[src/rtl/snn_pkg.sv]
// Shared definitions for the approximate SNN datapath.
//  - state_t           : membrane stage FSM states
//  - VMEM_W            : membrane potential width
//  - *_DEF             : default neuron constants
//  - sat_select()      : saturating select for the approximate integrator
package snn_pkg;

  localparam int VMEM_W = 16;

  localparam logic [VMEM_W-1:0] THRESH_DEF     = 16'h0400;
  localparam int unsigned       LEAK_SHIFT_DEF = 32'd4;
  localparam logic [VMEM_W-1:0] RESET_VAL_DEF  = 16'h0000;

  typedef enum logic [1:0] {
    S_ACC  = 2'd0,
    S_LEAK = 2'd1,
    S_FIRE = 2'd2
  } state_t;

  // Clamp to all-ones when the (wrapped) approximate sum lost its MSB:
  // both operands large, or one large operand and a result that fell below 2^15.
  function automatic logic [VMEM_W-1:0] sat_select(
    input logic [VMEM_W-1:0] a,
    input logic [VMEM_W-1:0] b,
    input logic [VMEM_W-1:0] sum
  );
    logic sat;
    sat = (a[VMEM_W-1] & b[VMEM_W-1]) |
          ((a[VMEM_W-1] | b[VMEM_W-1]) & ~sum[VMEM_W-1]);
    return sat ? {VMEM_W{1'b1}} : sum;
  endfunction

endpackage

[src/rtl/add2x16_approx.sv]
// Approximate 16-bit adder, purely combinational.
//  a  in 16  first operand (membrane potential)
//  b  in 16  second operand (synaptic weight)
//  o  out 16 approximate sum, carry-out discarded
// The low three result bits pass b through unchanged; the carry into bit 3
// is predicted from a[2] alone, and bits [15:3] are an exact add.
module add2x16_approx (
  input  logic [15:0] a,
  input  logic [15:0] b,
  output logic [15:0] o
);

  logic [12:0] hi_s;

  assign hi_s = a[15:3] + b[15:3] + {12'd0, a[2]};
  assign o    = {hi_s, b[2:0]};

endmodule

[src/rtl/lif_membrane_accum.sv]
// Leaky integrate-and-fire membrane stage.
//  clk, rst_n               clock, asynchronous active-low reset
//  in_valid/in_ready/in_weight      weight stream (one weight per cycle)
//  step_valid/step_ready            end-of-timestep request
//  spike_valid/spike_ready/spike_fired  spike token, held until accepted
//  vmem                     registered membrane potential
//  fire_cnt                 fired-spike counter, wraps
// A weight offered together with a step is always taken first.
module lif_membrane_accum
  import snn_pkg::*;
#(
  parameter logic [VMEM_W-1:0] THRESH     = THRESH_DEF,
  parameter int unsigned       LEAK_SHIFT = LEAK_SHIFT_DEF,
  parameter logic [VMEM_W-1:0] RESET_VAL  = RESET_VAL_DEF,
  parameter int unsigned       CNT_W      = 32'd8
) (
  input  logic              clk,
  input  logic              rst_n,
  input  logic              in_valid,
  output logic              in_ready,
  input  logic [VMEM_W-1:0] in_weight,
  input  logic              step_valid,
  output logic              step_ready,
  output logic              spike_valid,
  input  logic              spike_ready,
  output logic              spike_fired,
  output logic [VMEM_W-1:0] vmem,
  output logic [CNT_W-1:0]  fire_cnt
);

  state_t            state_q, state_d;
  logic [VMEM_W-1:0] vmem_q, vmem_d;
  logic [CNT_W-1:0]  cnt_q, cnt_d;
  logic              spike_valid_q, spike_valid_d;
  logic              spike_fired_q, spike_fired_d;

  logic [VMEM_W-1:0] sum_s;
  logic [VMEM_W-1:0] integ_s;
  logic [VMEM_W-1:0] leak_amt_s;
  logic [VMEM_W-1:0] leaked_s;

  add2x16_approx u_add (
    .a (vmem_q),
    .b (in_weight),
    .o (sum_s)
  );

  // Integration result and leak arithmetic (leak subtract never underflows).
  always_comb begin
    integ_s    = sat_select(vmem_q, in_weight, sum_s);
    leak_amt_s = (LEAK_SHIFT == 32'd0) ? {VMEM_W{1'b0}} : (vmem_q >> LEAK_SHIFT);
    leaked_s   = vmem_q - leak_amt_s;
  end

  // Handshake readies are decoded straight from the state.
  always_comb begin
    in_ready   = (state_q == S_ACC);
    step_ready = (state_q == S_ACC) & ~in_valid;
  end

  // Next-state, membrane, token and counter logic.
  always_comb begin
    state_d       = state_q;
    vmem_d        = vmem_q;
    cnt_d         = cnt_q;
    spike_valid_d = spike_valid_q;
    spike_fired_d = spike_fired_q;
    case (state_q)
      S_ACC: begin
        if (in_valid) begin
          vmem_d = integ_s;
        end else if (step_valid) begin
          state_d = S_LEAK;
        end else begin
          state_d = S_ACC;
        end
      end
      S_LEAK: begin
        vmem_d        = leaked_s;
        state_d       = S_FIRE;
        spike_valid_d = 1'b1;
        // A saturated potential fires regardless of how far leak pulls it down.
        spike_fired_d = (leaked_s >= THRESH) | (vmem_q == {VMEM_W{1'b1}});
      end
      S_FIRE: begin
        if (spike_ready) begin
          spike_valid_d = 1'b0;
          spike_fired_d = 1'b0;
          state_d       = S_ACC;
          if (spike_fired_q) begin
            vmem_d = RESET_VAL;
            cnt_d  = cnt_q + {{(CNT_W-1){1'b0}}, 1'b1};
          end else begin
            vmem_d = vmem_q;
          end
        end else begin
          state_d = S_FIRE;
        end
      end
      default: begin
        state_d       = S_ACC;
        spike_valid_d = 1'b0;
        spike_fired_d = 1'b0;
      end
    endcase
  end

  // State and datapath registers.
  always_ff @(posedge clk or negedge rst_n) begin
    if (!rst_n) begin
      state_q       <= S_ACC;
      vmem_q        <= {VMEM_W{1'b0}};
      cnt_q         <= {CNT_W{1'b0}};
      spike_valid_q <= 1'b0;
      spike_fired_q <= 1'b0;
    end else begin
      state_q       <= state_d;
      vmem_q        <= vmem_d;
      cnt_q         <= cnt_d;
      spike_valid_q <= spike_valid_d;
      spike_fired_q <= spike_fired_d;
    end
  end

  assign vmem        = vmem_q;
  assign fire_cnt    = cnt_q;
  assign spike_valid = spike_valid_q;
  assign spike_fired = spike_fired_q;

endmodule

[config.mk]
export PLATFORM = sky130hd
export DESIGN_NAME = lif_membrane_accum
export DESIGN_NICKNAME = d
export VERILOG_FILES = /design/src/rtl/snn_pkg.sv /design/src/rtl/add2x16_approx.sv /design/src/rtl/lif_membrane_accum.sv
export SDC_FILE = /design/constraint.sdc
export NUM_CORES = 1
export LEC_CHECK = 0
export ABC_AREA = 0
export CAP_MARGIN = 10
export CORE_ASPECT_RATIO = 1.1
export CORE_MARGIN = 3
export CORE_UTILIZATION = 40
export DETAILED_ROUTE_END_ITERATION = 6
export DONT_BUFFER_PORTS = 1
export HOLD_SLACK_MARGIN = 0.15
export PLACE_DENSITY = 0.57
export SYNTH_ARGS = -nofsm -noshare
export SYNTH_HDL_FRONTEND = slang
export SYNTH_HIERARCHICAL = 1
export SYNTH_SLANG_ARGS = --single-unit
[constraint.sdc]
create_clock -name clk -period 9.5 [get_ports clk]
set_input_delay 1.9 -clock clk [delete_from_list [all_inputs] [get_ports clk]]
set_output_delay 1.9 -clock clk [all_outputs]
set_load 0.02 [all_outputs]
==> summary.txt, run 1 <==
Outcome
  – Status: complete, no violations

Die
  – Die area: 0.007924 sq mm
  – Die Y-Extent: 93.07 um
  – Ports: 49
  – Site row count: 31
  – Die width: 85.15 um
  – Core area: 0.006633 sq mm
  – Initial core utilization: 41.56%

Drt
  – DR pass1 iterations: 4
  – Uppermost layer routed: met4
  – DR WL met2: 3384 um
  – Met1 wire length: 3262 um
  – Routed wire length: 7103 um
  – DR WL met3: 418 um
  – WL per Instance: 18.35 um
  – Initial DRC count: 100
  – Residual DRC: 0
  – ANT nets after route: 0
  – Drt via density: 5.966
  – Via count: 2309

Clock tree
  – Number of buffers added for setup after CTS: 0
  – Clock transition at path regs: 0.11 ns
  – Root Buffer: clkbuf_8
  – CTS tree: yes
  – Clk sinks: 28
  – H-tree depth: 1
  – Clk Latency, worst-skew pair: 0.28 ns
  – CTS Buf Count: 3
  – CTS-repair resized insts: 0
  – CTS Buffer Depth: 2
  – CTS Hold Bufs: 0

Synth
  – Area contributors post-synth: dfrtp_1 25%, ha_1 14%, xnor2_1 5.4%
  – Number of synthesized flops with an enable pin: 0
  – Mapped Area: 0.002756 sq mm
  – Cell taking the most area after synthesis: dfrtp_1
  – Seq cells post-synth: 28
  – Synth warnings: 6
  – Distinct cells, synth: 61
  – Post-synthesis cell count: 314
  – Top-count cell post-synth: ha_1
  – Post-synth top flop: dfrtp_1
  – Top cell type's share of synthesized area: 25.42%
  – Synth top cells by count: 30 x ha_1, 28 x dfrtp_1, 26 x nand2_1
  – Syn Area/Cell: 8.778 sq um
  – Syn Nets: 368
  – Sequential fraction of the synthesis area: 25.42%
  – Fraction of registers with async set/reset: 100.0%

Final layout
  – Final nets: 360
  – Final antenna diode count: 0
  – Area grow syn2layout: 3.995%
  – Layout fillers: 666
  – Area of the multi-input gates: 0.001926 sq mm
  – Register area: 700.7 sq um
  – Layout cells sized above 1: 8.197%

Timing
  – Final setup viols: 0
  – RSZ-0062 raised after global routing: false
  – Final period util: 47.14%
  – Setup Skew: 0.004163 ns
  – Setup TNS: 0 ns
  – Slew Limit Headroom: 50.39%
  – Max-slew violation count: 0
  – Fin. Hold Viols: 0
  – Tmin final: 4.479 ns
  – Actual slew at the worst max-slew pin: 0.7442 ns
  – Max Freq: 223.3 MHz
  – Worst hold margin: 0.6171 ns

Worst setup path
  – CP top delay family: compound AO/OA/AOI/OAI gates
  – Worst Setup Start Kind: input port
  – Reg-to-Reg Start: vmem[2]
  – CP Cell Sequence: fa_1, fa_1, a211oi_1, o21a_1, o21ai_1, a21oi_1, xnor2_1, o21ai_1, buf_6, nor2_1, o221a_2, a21oi_1
  – Crit path kind: in -> reg
  – CP bufs+invs: 1
  – CP arrival: 4.69 ns
  – Worst Setup SP: in_weight[3]
  – Critical path depth: 12
  – Critical Path Fanout Max: 11
  – FF-to-FF setup slack: 6.01 ns
  – Worst path required time: 9.72 ns
  – CP peak stage delay: 0.43 ns
  – Reg2reg end: vmem[8]
  – End of the critical path: vmem[8]
  – Slowest cell on crit path: fa_1
  – Crit. End Element: flip-flop
  – R2r worst-path depth: 12

GRT
  – Vias in the first global route: 2289
  – GR Overflow Total: 0
  – Initial antenna violation count: 0
  – Overall routing resource usage: 18.53%
  – Global-route wire length before repair: 11830 um
  – Largest net degree at the start of global routing: 29

Min path
  – Worst hold-check path type: reg -> reg

Placed design
  – PortBufs: 0
  – RePlAce Congestion: 0.8819
  – Dpl hpwl: 5291 um

Job
  – Max-Cap Viols: 0
worst register-to-register path: stages (launching register included):
cell and delay (ns):
dfrtp_1 0.51, fa_1 0.50, fa_1 0.43, a211oi_1 0.31
o21a_1 0.19, o21ai_1 0.06, a21oi_1 0.23, xnor2_1 0.11
o21ai_1 0.43, buf_6 0.23, nor2_1 0.05, o221a_2 0.26
a21oi_1 0.11
sequential cells by signal (all words and copies together) (netlist names):
| register | cells |
|---|---|
| vmem | 16 |
| fire_cnt | 8 |
| state_q | 2 |
| spike_fired | 1 |
| spike_valid | 1 |
worst min path at each step:
stage,from,endpoint,slack [ns],cells past startpoint
after floorplan,fire_cnt[7],fire_cnt[7],0.58,1
after global placement,fire_cnt[7],fire_cnt[7],0.60,1
after detailed placement,fire_cnt[7],fire_cnt[7],0.60,1
after CTS,fire_cnt[7],fire_cnt[7],0.62,1
after global routing,fire_cnt[7],fire_cnt[7],0.64,1
final,fire_cnt[7],fire_cnt[7],0.62,1
metrics by stage:
stage,utilization [%],cell area [sq um],setup slack (ns),instances
final,43.22,2867,5.021,387
after global routing,43.22,2867,4.827,387
after CTS,43.05,2855,4.629,386
after detailed placement,42.22,2800,4.334,382
after global placement,42.22,2800,4.379,382
after floorplan,-,2756,5.048,314
routing by layer:
layer	track usage [%]	vias to the layer above
met5	0	-
met4	4.222	0
met3	3.789	2
met2	31.41	69
met1	24.15	1101
li1	-	1137
cell families (layout without fill, tap and decap cells):
logic type               after synthesis  count (layout)  synth area share (%)
buffers and inverters                 32              23                 4.902
multiplexers                           4               4                 1.543
AO/OA/AOI/OAI                        102             102                 28.19
adder cells (fa/ha/maj)               33              33                 15.80
AND/OR/NAND/NOR                       88              88                 15.57
XOR/XNOR                              27              27                 8.579
flip-flops                            28              28                 25.42
cell usage in the layout, fill, tap and decap left out, drive strengths merged, types with 5 or more instances in the layout:
cell	netlist	final
a21oi	24	24
o21ai	18	18
and3	8	8
nor3	5	5
nor2b	5	5
dfrtp	28	28
nor2	25	25
xor2	10	10
nand2	26	26
nand3	6	6
xnor2	17	17
a21o	9	9
inv	17	17
ha	30	30
cell type report:
type | count | area share [%]
multi-input cells | 254 | 67.18
flip-flops and latches | 28 | 24.44
well taps | 82 | 3.579
inverters | 17 | 2.226
clock buffers | 4 | 1.921
repair buffers | 2 | 0.6547
Power of run 1 is not shown: default switching activity piles up to over one toggle a cycle in this logic, so the estimate is an artifact.
==> inputs of run 2 (changes only) <==
Clock period 9.5 ns to 4.7 ns, I/O delays scaled along.
==> summary.txt, run 2 (same netlist as run 1, synthesis figures left out) <==
Final layout
  – Final nets: 360 (unchanged)
  – Layout cells sized above 1: 8.197% (unchanged)
  – Most frequent cells in the layout: 30 x ha_1, 28 x dfrtp_1, 26 x nand2_1
  – Commonest non-fill, non-tap cell in the layout: ha_1
  – Number of flip-flops in the largest register: 16 (unchanged)
  – Area grow syn2layout: 3.859%
  – Final antenna diode count: 0 (unchanged)
  – Layout Cells excl Fill: 387 (unchanged)

Worst setup path
  – Worst Setup Start Kind: input port
  – Critical Path Fanout Max: 12 (+1)
  – CP Cell Sequence: fa_1, fa_1, a211oi_1, o21a_1, o21ai_1, a21oi_1, xnor2_1, o21ai_1, buf_4, nor2_1, o221a_2, a21oi_1
  – CP arrival: 3.60 ns (-1.09 ns)
  – Worst path required time: 4.92 ns (-4.80 ns)
  – CP peak stage delay: 0.44 ns (about the same)
  – Slowest cell on crit path: fa_1
  – Crit. End Element: flip-flop
  – Crit path kind: in -> reg

Clock tree
  – CTS Buf Count: 3 (unchanged)
  – CTS Buffer Depth: 2 (unchanged)
  – Root Buffer: clkbuf_8
  – CTS-repair resized insts: 0 (unchanged)
  – Clk Latency, worst-skew pair: 0.29 ns (about the same)
  – H-tree depth: 1 (unchanged)
  – CTS tree: yes
  – Clock transition at path regs: 0.11 ns (about the same)
  – Number of buffers added for setup after CTS: 0 (unchanged)
  – CTS Hold Bufs: 0 (unchanged)
  – Clk sinks: 28 (unchanged)

GRT
  – Global Route met3 Usage: 3.524% (-0.26 points)
  – Initial antenna violation count: 0 (unchanged)
  – Grt met1 use: 22.86% (-1.3 points)
  – Vias in the first global route: 2257 (-1.4%)
  – Overall routing resource usage: 18.35% (-0.18 points)
  – Gr busiest metal: met2
  – Largest net degree at the start of global routing: 29 (unchanged)
  – GR Overflow Total: 0 (unchanged)
  – Global-route wire length before repair: 11640 um (-1.6%)
  – Met2 global-route usage: 31.41% (unchanged)

Die
  – Die Y-Extent: 93.07 um (unchanged)
  – Die width: 85.15 um (unchanged)
  – Ports: 49 (unchanged)
  – Initial core utilization: 41.56% (unchanged)
  – Die area: 0.007924 sq mm (unchanged)
  – Site row count: 31 (unchanged)
  – Core area: 0.006633 sq mm (unchanged)

Timing
  – Fin. Hold Viols: 0 (unchanged)
  – Max-slew violation count: 0 (unchanged)
  – Setup Skew: 0.007548 ns (+0.003385 ns)
  – Actual slew at the worst max-slew pin: 0.7776 ns (+0.03344 ns)
  – Final period util: 71.87%
  – Final setup viols: 0 (unchanged)
  – Max Freq: 296.0 MHz
  – Slew Limit Headroom: 48.16% (-2.2 points)
  – Post-route setup slack: 1.322 ns (-3.699 ns)
  – Setup TNS: 0 ns (unchanged)
  – Tmin final: 3.378 ns
  – RSZ-0062 raised after global routing: false

Drt
  – WL per Instance: 18.28 um (-0.41%)
  – Initial DRC count: 112 (+12%)
  – DR pass1 iterations: 4 (unchanged)
  – Via count: 2337 (+1.2%)
  – Drt via density: 6.039 (+1.2%)
  – Residual DRC: 0 (unchanged)
  – Routed wire length: 7074 um (-0.41%)
  – ANT nets after route: 0 (unchanged)

Placed design
  – Dpl hpwl: 5316 um (+0.47%)
  – RePlAce Congestion: 0.8395 (-4.8%)
  – Placed Instances: 383 (+0.26%)
  – PortBufs: 0 (unchanged)
  – Post-place setup slack: 1.034 ns (-3.300 ns)

Outcome
  – Status: complete, no violations

Job
  – Max-Cap Viols: 0 (unchanged)

Min path
  – Worst hold-check path type: in -> async
[run 2: cell counts in the layout (fill, tap and decap cells not counted)]
Identical to the previous run, type by type.
[run 2: final cells by class]
cell class / instances / area, sq um
sequential: 28 / 700.7
multi-input combinational: 254 / 1926
inverter: 17 / 63.81
tap: 82 / 102.6
timing repair buffer: 2 / 15.01
clock buffer: 4 / 55.05
fill: 644 / 3770
[run 2: worst max-delay path: cells and delay by family]
kind,cells,cell delay (ns)
buffers and inverters,1,0.27
AND/OR/NAND/NOR,1,0.06
AO/OA/AOI/OAI,7,1.40
adder cells (fa/ha/maj),2,0.83
XOR/XNOR,1,0.09
[run 2: routing by layer]
layer	share of wire (%)	up-vias
li1	-	1134
met4	2.3	0
met5	0	-
met3	6.6	13
met1	45	1125
met2	46	65
[run 2: worst paths after layout]
| kind | cells after the start | slack [ns] | to | startpoint |
|---|---|---|---|---|
| worst max-delay path | 12 | 1.32 | vmem[8] | in_weight[3] |
| worst min-delay path | 0 | 0.33 | vmem[2] | rst_n |
| worst max register to register | 12 | 1.34 | vmem[8] | vmem[2] |
| worst min register to register | 1 | 0.62 | fire_cnt[7] | fire_cnt[7] |
| max in group asynchronous | 0 | 4.28 | spike_valid | rst_n |
| min in group clk | 1 | 0.62 | fire_cnt[7] | fire_cnt[7] |
[run 2: metrics by stage]
step | util, % | area [sq um] | hold slack [ns]
detailed placement | 42.33 | 2808 | 0.6027
global placement | 42.33 | 2808 | 0.6022
floorplan | - | 2756 | 0.5822
finish | 43.16 | 2863 | 0.3296
global route | 43.16 | 2863 | 0.3207
CTS | 43.16 | 2863 | 0.3247
Power of run 2 is left out for the same reason.
==> inputs of run 3 (changes only) <==
Settings changed: PLACE_DENSITY 0.57 to 0.59.
Clock period 4.7 ns to 3.1 ns, I/O delays scaled along.
==> summary.txt, run 3 (same netlist as run 1, synthesis figures left out) <==
Outcome
  – Status: complete, no violations

Worst setup path
  – CP Cell Sequence: fa_2, fa_2, a211oi_4, o21a_1, o21ai_1, a21oi_2, xnor2_2, o21ai_2, buf_4, buf_4, o311ai_1, o21ai_1
  – Critical Path Fanout Max: 11 (-1)
  – FF-to-FF setup slack: 0.22 ns (-1.12 ns)
  – Crit. End Element: flip-flop
  – Worst Setup SP: vmem[3]
  – Slowest cell on crit path: dfrtp_1
  – CP arrival: 3.04 ns (-0.56 ns)
  – Reg-to-Reg Start: vmem[3]
  – Worst Setup Start Kind: flip-flop
  – CP peak stage delay: 0.41 ns (-0.03 ns)
  – Worst path required time: 3.26 ns (-1.66 ns)
  – Crit path kind: reg -> reg

GRT
  – GR Overflow Total: 0 (unchanged)
  – Largest net degree at the start of global routing: 29 (unchanged)
  – Global-route wire length before repair: 12310 um (+5.7%)
  – Initial antenna violation count: 0 (unchanged)
  – Vias in the first global route: 2339 (+3.6%)
  – Overall routing resource usage: 19.34% (+0.99 points)

Timing
  – Final period util: 92.90%
  – Actual slew at the worst max-slew pin: 0.4912 ns (-0.2864 ns)
  – Fin. Hold Viols: 0 (unchanged)
  – Tmin final: 2.880 ns
  – Worst hold margin: 0.5027 ns (+0.1731 ns)
  – Final setup viols: 0 (unchanged)
  – Max-slew violation count: 0 (unchanged)
  – RSZ-0062 raised after global routing: false
  – Setup Skew: 0.007736 ns (+0.0001882 ns)
  – Slew Limit Headroom: 66.95% (+19 points)
  – Max Freq: 347.3 MHz

Clock tree
  – Clk sinks: 28 (unchanged)
  – Root Buffer: clkbuf_8
  – CTS tree: yes
  – CTS Buf Count: 3 (unchanged)
  – Clk Latency, worst-skew pair: 0.28 ns (about the same)
  – Clock transition at path regs: 0.10 ns (about the same)
  – CTS Buffer Depth: 2 (unchanged)
  – H-tree depth: 1 (unchanged)

Die
  – Die Y-Extent: 93.07 um (unchanged)
  – Die width: 85.15 um (unchanged)
  – Ports: 49 (unchanged)
  – Site row count: 31 (unchanged)
  – Die area: 0.007924 sq mm (unchanged)
  – Initial core utilization: 41.56% (unchanged)
  – Core area: 0.006633 sq mm (unchanged)

Final layout
  – Most frequent cells in the layout: 30 x ha_1, 28 x dfrtp_1, 26 x nand2_1
  – Number of flip-flops in the largest register: 16 (unchanged)
  – Final core occ: 46.73% (+3.6 points)
  – Commonest non-fill, non-tap cell in the layout: ha_1
  – Final antenna diode count: 0 (unchanged)
  – Final nets: 383 (+6.4%)
  – Layout fillers: 632 (-1.9%)
  – Area grow syn2layout: 12.44%
  – Layout cells sized above 1: 16.16% (+8.0 points)

Drt
  – Initial DRC count: 253 (+130%)
  – Routed wire length: 7303 um (+3.2%)
  – Drt via density: 5.849 (-3.1%)
  – Residual DRC: 0 (unchanged)
  – Via count: 2398 (+2.6%)
  – DR pass1 iterations: 4 (unchanged)
  – WL per Instance: 17.81 um (-2.6%)
  – ANT nets after route: 0 (unchanged)

Min path
  – Worst hold-check path type: in -> reg
  – HP Start: in_weight[1]

Placed design
  – PortBufs: 0 (unchanged)
  – Dpl hpwl: 5511 um (+3.7%)
  – RePlAce Congestion: 0.8350 (-0.54%)

Job
  – Max-Cap Viols: 0 (unchanged)
## run 3: per-stage QoR
step | setup TNS, ns | instances | instance area, sq um | setup WS [ns]
after global placement | -0.5112 | 403 | 2962 | -0.1646
after global routing | 0 | 410 | 3099 | 0.01843
after floorplan | 0 | 314 | 2761 | 0.06568
final | 0 | 410 | 3099 | 0.2202
after CTS | 0 | 409 | 3070 | 0.04643
after detailed placement | -1.267 | 403 | 2962 | -0.2600
## run 3: worst paths after layout
path | end | cells after the start
min | vmem[1] | 2
min in group asynchronous | fire_cnt[5] | 2
max | vmem[0] | 12
max reg2reg | vmem[0] | 12
max in group asynchronous | vmem[10] | 2
min reg2reg | fire_cnt[7] | 1
## run 3: final cells by class
class	instances	area [sq um]	area share, %
Multi-Input combinational cell	254	1958	63.18
Clock buffer	3	41.29	1.332
Sequential cell	28	700.7	22.61
Clock inverter	1	30.03	0.9689
Inverter	17	63.81	2.059
Timing Repair Buffer	25	202.7	6.540
Tap cell	82	102.6	3.310
## run 3: worst max-delay path, delay by kind of cell, from the launching register on
kind | cells | cell delay, ns
buffers and inverters | 2 | 0.32
AO/OA/AOI/OAI | 7 | 1.09
adder cells (fa/ha/maj) | 2 | 0.80
XOR/XNOR | 1 | 0.15
flip-flops | 1 | 0.41
## run 3: timing repair
action | CTS | global route
hold endpoints to repair | 28 | 0
hold buffers | 2 | 0
resized for setup | 2 | 7
pin swaps | 1 | 6
endpoints found under the setup margin | 4 | 8
buffers inserted | 0 | 1
## run 3: per-layer routing
metal / global-route usage (%) / routed length, um / up-vias
met5: 0 / 0 / -
met1: 25.90 / 3143 / 1143
met3: 3.172 / 515 / 6
met4: 5.277 / 87 / 0
met2: 32.12 / 3557 / 70
li1: - / - / 1179
Power of run 3 is left out for the same reason.
